<file path="config.mk">
export PLATFORM = sky130hd
export DESIGN_NAME = onchip_stream_writer_flat
export DESIGN_NICKNAME = d
export VERILOG_FILES = /design/src/rtl/onchip_stream_writer_if.sv /design/src/rtl/onchip_stream_writer.sv /design/src/flat_wrapper.sv
export SDC_FILE = /design/constraint.sdc
export NUM_CORES = 1
export LEC_CHECK = 0
export BUFFER_PORTS_ARGS = -buffer_cell sky130_fd_sc_hd__buf_4
export CORE_UTILIZATION = 60
export CTS_BUF_LIST = sky130_fd_sc_hd__clkbuf_2
export DETAILED_ROUTE_END_ITERATION = 10
export HOLD_SLACK_MARGIN = 0.1
export PLACE_DENSITY = 0.82
export SKIP_LAST_GASP = 1
export SLEW_MARGIN = 20
export SYNTH_ARGS = -nofsm -noshare
export SYNTH_HDL_FRONTEND = slang
export SYNTH_SLANG_ARGS = --single-unit
</file>
<file path="constraint.sdc">
create_clock -name clk -period 6.5 [get_ports clk]
set_input_delay 0.325 -clock clk [delete_from_list [all_inputs] [get_ports clk]]
set_output_delay 0.325 -clock clk [all_outputs]
set_load 0.01 [all_outputs]
</file>
<file path="src/rtl/onchip_stream_writer_if.sv">
// Stream sink plus on-chip RAM write port of the stream writer, as one bundle.
// master = writer side (takes the stream, drives the RAM); slave = stream source and RAM side.
interface onchip_stream_writer_if #(
    parameter int ADDR_W = 13,
    parameter int DATA_W = 32
);
    logic [DATA_W-1:0]   snk_data;
    logic [DATA_W/8-1:0] snk_byteen;
    logic                snk_valid;
    logic                snk_ready;
    logic [ADDR_W-1:0]   mem_address;
    logic [DATA_W/8-1:0] mem_byteenable;
    logic                mem_chipselect;
    logic                mem_write;
    logic [DATA_W-1:0]   mem_writedata;
    logic                mem_clken;

    modport master (
        input  snk_data, snk_byteen, snk_valid,
        output snk_ready,
        output mem_address, mem_byteenable, mem_chipselect, mem_write, mem_writedata, mem_clken
    );

    modport slave (
        output snk_data, snk_byteen, snk_valid,
        input  snk_ready,
        input  mem_address, mem_byteenable, mem_chipselect, mem_write, mem_writedata, mem_clken
    );
endinterface

</file>
<file path="src/rtl/onchip_stream_writer.sv">
// Generic FIFO with synchronous flush; DEPTH must be a power of two, at least 2.
// Latency: a pushed entry is at the head one cycle later.
// Backpressure: full blocks pushes, empty blocks pops; flush overrides both.
module stream_fifo #(
    parameter int W     = 8,
    parameter int DEPTH = 4
) (
    input  logic         core_clk,
    input  logic         arst_n,
    input  logic         flush,
    input  logic         push_vld,
    input  logic [W-1:0] push_dat,
    input  logic         pop_rdy,
    output logic [W-1:0] pop_dat,
    output logic         empty,
    output logic         full
);
    localparam int PTR_W = $clog2(DEPTH);
    localparam logic [PTR_W:0] PTR_ONE = 1;

    logic [W-1:0]   mem_q [DEPTH];
    logic [PTR_W:0] wr_ptr_q, wr_ptr_d, rd_ptr_q, rd_ptr_d;

    // Pointers carry one extra wrap bit to tell full from empty.
    assign empty   = (wr_ptr_q == rd_ptr_q);
    assign full    = (wr_ptr_q[PTR_W] != rd_ptr_q[PTR_W]) &&
                     (wr_ptr_q[PTR_W-1:0] == rd_ptr_q[PTR_W-1:0]);
    assign pop_dat = mem_q[rd_ptr_q[PTR_W-1:0]];

    always_comb begin
        wr_ptr_d = wr_ptr_q;
        rd_ptr_d = rd_ptr_q;
        if (flush) begin
            wr_ptr_d = '0;
            rd_ptr_d = '0;
        end else begin
            if (push_vld && !full) wr_ptr_d = wr_ptr_q + PTR_ONE;
            if (pop_rdy && !empty) rd_ptr_d = rd_ptr_q + PTR_ONE;
        end
    end

    always_ff @(posedge core_clk or negedge arst_n) begin
        if (!arst_n) begin
            wr_ptr_q <= '0;
            rd_ptr_q <= '0;
        end else begin
            wr_ptr_q <= wr_ptr_d;
            rd_ptr_q <= rd_ptr_d;
        end
    end

    always_ff @(posedge core_clk) begin
        if (push_vld && !full && !flush) mem_q[wr_ptr_q[PTR_W-1:0]] <= push_dat;
    end
endmodule

// Writes a programmed number of stream words to consecutive on-chip RAM addresses.
// Latency: a word accepted on edge N is on the mem_* bus during the cycle after edge N.
// Backpressure: snk_ready drops when the FIFO is full or the programmed count has been accepted.
module onchip_stream_writer #(
    parameter int ADDR_W     = 13,
    parameter int DATA_W     = 32,
    parameter int FIFO_DEPTH = 4,
    parameter int MEM_WORDS  = 6250
) (
    input  logic              clk,
    input  logic              reset_n,
    input  logic              start,
    input  logic [ADDR_W-1:0] base_addr,
    input  logic [ADDR_W-1:0] word_count,
    input  logic              abort,
    output logic              busy,
    output logic              done,
    output logic              error,
    onchip_stream_writer_if.master bus
);
    localparam int BE_W = DATA_W / 8;
    localparam logic [ADDR_W-1:0] ONE = 1;
    localparam logic [ADDR_W:0] MEM_LIMIT = (ADDR_W + 1)'(MEM_WORDS);

    typedef enum logic [1:0] {IDLE, RUN, FIN} state_t;

    state_t            state_q, state_d;
    logic [ADDR_W-1:0] base_q, base_d, cnt_q, cnt_d;
    logic [ADDR_W-1:0] accepted_q, accepted_d, written_q, written_d;
    logic              error_q, error_d, clken_q, clken_d;
    logic              push, pop, flush, last_write;
    logic              fifo_empty, fifo_full;
    logic [BE_W+DATA_W-1:0] fifo_dat;
    logic [ADDR_W:0]   end_addr;

    assign end_addr      = {1'b0, base_addr} + {1'b0, word_count};
    assign bus.snk_ready = (state_q == RUN) && !fifo_full && (accepted_q < cnt_q);
    assign push          = bus.snk_valid && bus.snk_ready;
    assign pop           = (state_q == RUN) && !fifo_empty;
    assign last_write    = pop && ((written_q + ONE) == cnt_q);

    stream_fifo #(.W(BE_W + DATA_W), .DEPTH(FIFO_DEPTH)) u_fifo (
        .core_clk (clk),
        .arst_n   (reset_n),
        .flush    (flush),
        .push_vld (push),
        .push_dat ({bus.snk_byteen, bus.snk_data}),
        .pop_rdy  (pop),
        .pop_dat  (fifo_dat),
        .empty    (fifo_empty),
        .full     (fifo_full)
    );

    // The RAM has no waitrequest: a head entry is written in the cycle it is popped.
    assign bus.mem_chipselect = pop;
    assign bus.mem_write      = pop;
    assign bus.mem_address    = pop ? (base_q + written_q) : '0;
    assign bus.mem_writedata  = pop ? fifo_dat[DATA_W-1:0] : '0;
    assign bus.mem_byteenable = pop ? fifo_dat[DATA_W +: BE_W] : '0;
    assign bus.mem_clken      = clken_q;

    assign busy  = (state_q == RUN);
    assign done  = (state_q == FIN);
    assign error = error_q;

    always_comb begin
        state_d    = state_q;
        base_d     = base_q;
        cnt_d      = cnt_q;
        accepted_d = accepted_q;
        written_d  = written_q;
        error_d    = 1'b0;
        flush      = 1'b0;
        clken_d    = 1'b1;
        unique case (state_q)
            IDLE: begin
                if (start) begin
                    base_d = base_addr;
                    cnt_d  = word_count;
                    if (word_count == '0) begin
                        state_d = FIN;
                    end else if (end_addr > MEM_LIMIT) begin
                        error_d = 1'b1;
                    end else begin
                        state_d    = RUN;
                        accepted_d = '0;
                        written_d  = '0;
                    end
                end
            end
            RUN: begin
                if (push) accepted_d = accepted_q + ONE;
                if (pop)  written_d  = written_q + ONE;
                // A final write coinciding with abort still completes as a normal finish.
                if (last_write) begin
                    state_d = FIN;
                end else if (abort) begin
                    state_d = IDLE;
                    error_d = 1'b1;
                    flush   = 1'b1;
                end
            end
            FIN:     state_d = IDLE;
            default: state_d = IDLE;
        endcase
    end

    always_ff @(posedge clk or negedge reset_n) begin
        if (!reset_n) begin
            state_q    <= IDLE;
            base_q     <= '0;
            cnt_q      <= '0;
            accepted_q <= '0;
            written_q  <= '0;
            error_q    <= 1'b0;
            clken_q    <= 1'b0;
        end else begin
            state_q    <= state_d;
            base_q     <= base_d;
            cnt_q      <= cnt_d;
            accepted_q <= accepted_d;
            written_q  <= written_d;
            error_q    <= error_d;
            clken_q    <= clken_d;
        end
    end
endmodule

</file>
<file path="src/flat_wrapper.sv">
// flat-port wrapper written by rule: the top's interface ports become plain ports
module onchip_stream_writer_flat 
#(
    parameter int ADDR_W     = 13,
    parameter int DATA_W     = 32,
    parameter int FIFO_DEPTH = 4,
    parameter int MEM_WORDS  = 6250
)
  (clk, reset_n, start, base_addr, word_count, abort, busy, done, error, bus_snk_data, bus_snk_byteen, bus_snk_valid, bus_snk_ready, bus_mem_address, bus_mem_byteenable, bus_mem_chipselect, bus_mem_write, bus_mem_writedata, bus_mem_clken);
  onchip_stream_writer_if #(.ADDR_W(ADDR_W), .DATA_W(DATA_W)) bus_i ();
  input  logic clk;
  input  logic reset_n;
  input  logic start;
  input  logic [ADDR_W-1:0] base_addr;
  input  logic [ADDR_W-1:0] word_count;
  input  logic abort;
  output logic busy;
  output logic done;
  output logic error;
  input wire logic [$bits(bus_i.snk_data)-1:0] bus_snk_data;
  input wire logic [$bits(bus_i.snk_byteen)-1:0] bus_snk_byteen;
  input wire logic [$bits(bus_i.snk_valid)-1:0] bus_snk_valid;
  output wire logic [$bits(bus_i.snk_ready)-1:0] bus_snk_ready;
  output wire logic [$bits(bus_i.mem_address)-1:0] bus_mem_address;
  output wire logic [$bits(bus_i.mem_byteenable)-1:0] bus_mem_byteenable;
  output wire logic [$bits(bus_i.mem_chipselect)-1:0] bus_mem_chipselect;
  output wire logic [$bits(bus_i.mem_write)-1:0] bus_mem_write;
  output wire logic [$bits(bus_i.mem_writedata)-1:0] bus_mem_writedata;
  output wire logic [$bits(bus_i.mem_clken)-1:0] bus_mem_clken;
  assign bus_i.snk_data = bus_snk_data;
  assign bus_i.snk_byteen = bus_snk_byteen;
  assign bus_i.snk_valid = bus_snk_valid;
  assign bus_snk_ready = bus_i.snk_ready;
  assign bus_mem_address = bus_i.mem_address;
  assign bus_mem_byteenable = bus_i.mem_byteenable;
  assign bus_mem_chipselect = bus_i.mem_chipselect;
  assign bus_mem_write = bus_i.mem_write;
  assign bus_mem_writedata = bus_i.mem_writedata;
  assign bus_mem_clken = bus_i.mem_clken;
  onchip_stream_writer #(.ADDR_W(ADDR_W), .DATA_W(DATA_W), .FIFO_DEPTH(FIFO_DEPTH), .MEM_WORDS(MEM_WORDS)) u_core (.clk(clk), .reset_n(reset_n), .start(start), .base_addr(base_addr), .word_count(word_count), .abort(abort), .busy(busy), .done(done), .error(error), .bus(bus_i));
endmodule
</file>
==> metrics.md <==
| Metric | Value |
|---|---|
| Leading area contributor after synthesis | edfxtp_1 |
| Worst EP arrival | roughly 4600 ps |
| Die Y-Extent | 133.0 um |
| Layout cells sized above 1 | a little over a quarter |
| Initial DRC count | 410 |
| Via density | 5.921 |
| Outcome | finished clean |
| HPWL after detailed placement | around 15,000 um |
| Row count | 47 |
| Tcrit/Tclk final | roughly 62% |
| CTS resizes | 0 |
| Max-slew headroom | roughly a third |
| Family with the most delay on the worst path | simple AND/OR/NAND/NOR gates |
| Die Footprint | between 15,000 and 20,000 um2 |
| Core ar. | roughly 17,000 um2 |
| Slew Limit Fails | 0 |
| Setup Fix Bufs, Post-CTS | 0 |
| Internal Power | around 0.0026 W |
| Critical-path cell list | nand2b_1, inv_1, o31ai_4, a2111oi_2, o2111ai_1, nor4_2, nor3b_2, or2_4, nor2_4, buf_16 |
| Critical path type | flip-flop to flip-flop |
| Final Skew | 52.00 ps |
| Synthesized flop and latch total | 206 |
| Gate Count Post-Synth | 790 |
| Power Total | about 0.0041 W |
| Global route overflow | 0 |
| Fin Hold WS | 128.9 ps |
| Setup TNS | 0 ps |
| CP Capture Type | flip-flop |
| Syn_nets | roughly 900 |
| Main area contributors after synthesis | edfxtp_1 (42%), dfrtp_1 (15%), mux4_2 (7.9%) |
| Top Ports | 123 |
| Clk network pwr share | between 20% and 30% |
| Slowest cell on crit path | dfrtp_1 |
| Post-route ant nets | 0 |
| Seq/Total Area, Yosys | approximately 57% |
| DR pass1 iterations | 4 |
| Initial antenna violation count | 2 |
| Most frequent cell after synthesis | edfxtp_1 |
| Unrepaired setup endpoints after global routing | no |
| Worst Path Required | between 7000 and 8000 ps |
| Die width | between 100 and 150 um |
| TritonCTS clock tree | built |
| Top-area cell type share of the netlist area | between 40% and 50% |
| Logic gate share of total power | a little under two fifths |
| Reg clk slew, reported paths | ~120 ps |
| Max incr delay on CP | 660 ps |
| Tightest Pin Transition | 983.8 ps |
| Max-cap violations | 0 |
| Peak supply drop | between 0.15 and 0.2 mV |
| GP Congestion | between 0.9 and 1 |
| Net Sw Frac | between 30% and 40% |
| Synth top cells by count | edfxtp_1 (144), dfrtp_1 (62), nor2_1 (49) |
| Switch Pwr | about 0.0015 W |
| H-Tree Level Count | 2 |
| Netlist Area Pre-Place | 10,290 um2 |
| Crit path time final | between 4000 and 5000 ps |
| YS warnings | 0 |
| Pwr dens | 324.6 nW/um2 |
| Asr flop ratio synth | a little under a third |
| I/O Buffers | 122 |
| P_leak | slightly above 5 nW |
| Initial Util | 61.84% |
| Total Nets Final | 1,117 |
| Syn Area/Cell | about 13 um2 |
| Fin. Hold Viols | 0 |
| Flop pwr share | a little over two fifths |
| Vias | roughly 7,500 |
| WL per Instance | slightly below 20 um |
| Vias in the first global route | between 7,000 and 8,000 |
| Sink count of the clock tree | between 200 and 250 |
| Fmax | approximately 250 MHz |
| Synthesis-to-layout area growth | 22.67% |
| Unique masters post-synth | 66 |
| Final-report setup violation count | 0 |
| Post-synth EDFFs | ~140 |
| GRT Total Usage | between 20% and 30% |
| Clock root buffer | clkbuf_2 |
| Largest net degree at the start of global routing | 63 |
| Critical Path Fanout Max | 19 |
| First-pass GRT wire length | about 40,000 um |
| Crit path buffers/inverters | 2 |
| Clock Latency Late Sink | about 840 ps |
| Hold_buf cts | between 60 and 70 |
| Clock Path Buffers | 3 |
| DRC errors left | 0 |
| Primary FF master, synth | edfxtp_1 |
| Post-Route WL | roughly 25,000 um |
| Crit start category | flip-flop |
| HP Class | input port to asynchronous set/reset pin |
| Total CTS buffers | just over 50 |
per-layer routing:
layer	routed length [um]	global-route usage (%)
met1	9835	34.82
met2	12800	50.84
met3	1368	5.479
met4	1038	14.69
met5	0	0
worst register-to-register path, cell delays in order (launching register included):
cell	delay, ps
dfrtp_1	660
nand2b_1	330
inv_1	400
o31ai_4	140
a2111oi_2	340
o2111ai_1	180
nor4_2	340
nor3b_2	190
or2_4	350
nor2_4	540
buf_16	250
power by group through the flow:
stage                     Sequential, W  Combinational, W  Clock (W)
after detailed placement        0.00174           0.00146          0
after CTS                       0.00172           0.00150   0.000863
after global routing            0.00174           0.00165   0.000935
final                           0.00172           0.00151   0.000866
after floorplan                 0.00168           0.00102          0
after global placement          0.00173           0.00143          0
worst paths after layout:
check	start	endpoint	slack (ps)	cells after the start
setup / recovery	u_core.state_q[0]	u_core.u_fifo.mem_q[1][13]	2450	10
min in group clk	start	u_core.cnt_q[10]	240	5
hold / removal	reset_n	u_core.base_q[6]	130	2
hold reg to reg	u_core.base_q[2]	u_core.base_q[2]	520	1
setup reg to reg	u_core.state_q[0]	u_core.u_fifo.mem_q[1][13]	2450	10
max in group asynchronous	reset_n	u_core.u_fifo.rd_ptr_q[0]	5770	2
per-stage QoR:
step,setup slack (ps),util [%],area [um2],cells
finish,2452,75.87,12630,1267
global route,2154,75.87,12630,1267
CTS,2226,75.27,12530,1261
detailed placement,2304,68.65,11420,1103
global placement,2463,68.65,11420,1103
floorplan,2176,-,10290,790
flip-flops by register name, summed over array words and instances, names as in the netlist:
register and flops:
u_core.accepted_q 13, u_core.error 1, u_core.u_fifo.rd_ptr_q 3, u_core.cnt_q 13, u_core.base_q 13, u_core.u_fifo.wr_ptr_q 3
u_core.bus.mem_clken 1, u_core.u_fifo.mem_q 144, u_core.written_q 13, u_core.state_q 2
placed cells by master (no fill, tap or decap), drive strengths merged, types with 20 or more instances in the layout:
cell	instances
o21ai	35
nor2	49
a21oi	29
nand2	46
mux2	20
nor2b	43
ha	44
dfrtp	62
buf	130
edfxtp	144
clkbuf	79
mux4	36
dlygate4sd3	64
xnor2	21
inv	42
nor3	20
cell families after synthesis:
family,count (synthesis),share of synthesized area (%)
xor gates and xnor gates,37,3.149
muxes,58,10.26
adders and majority gates,46,5.738
DFF,206,57.09
and+or+nand+nor,222,11.27
buffers and inverters,75,2.881
other,1,0.03643
AOI/OAI and AO/OA,145,9.579
area by class of cell:
class	count	area, um2
inverters	42	157.7
fillers	1016	4016
diodes	2	5.005
repair buffers	194	1682
well taps	220	275.3
clock inverters	15	65.06
flip-flops and latches	206	5877
clock buffers	79	395.4
multi-input cells	509	4169
No activity file was read; power rests on OpenSTA's default activity.
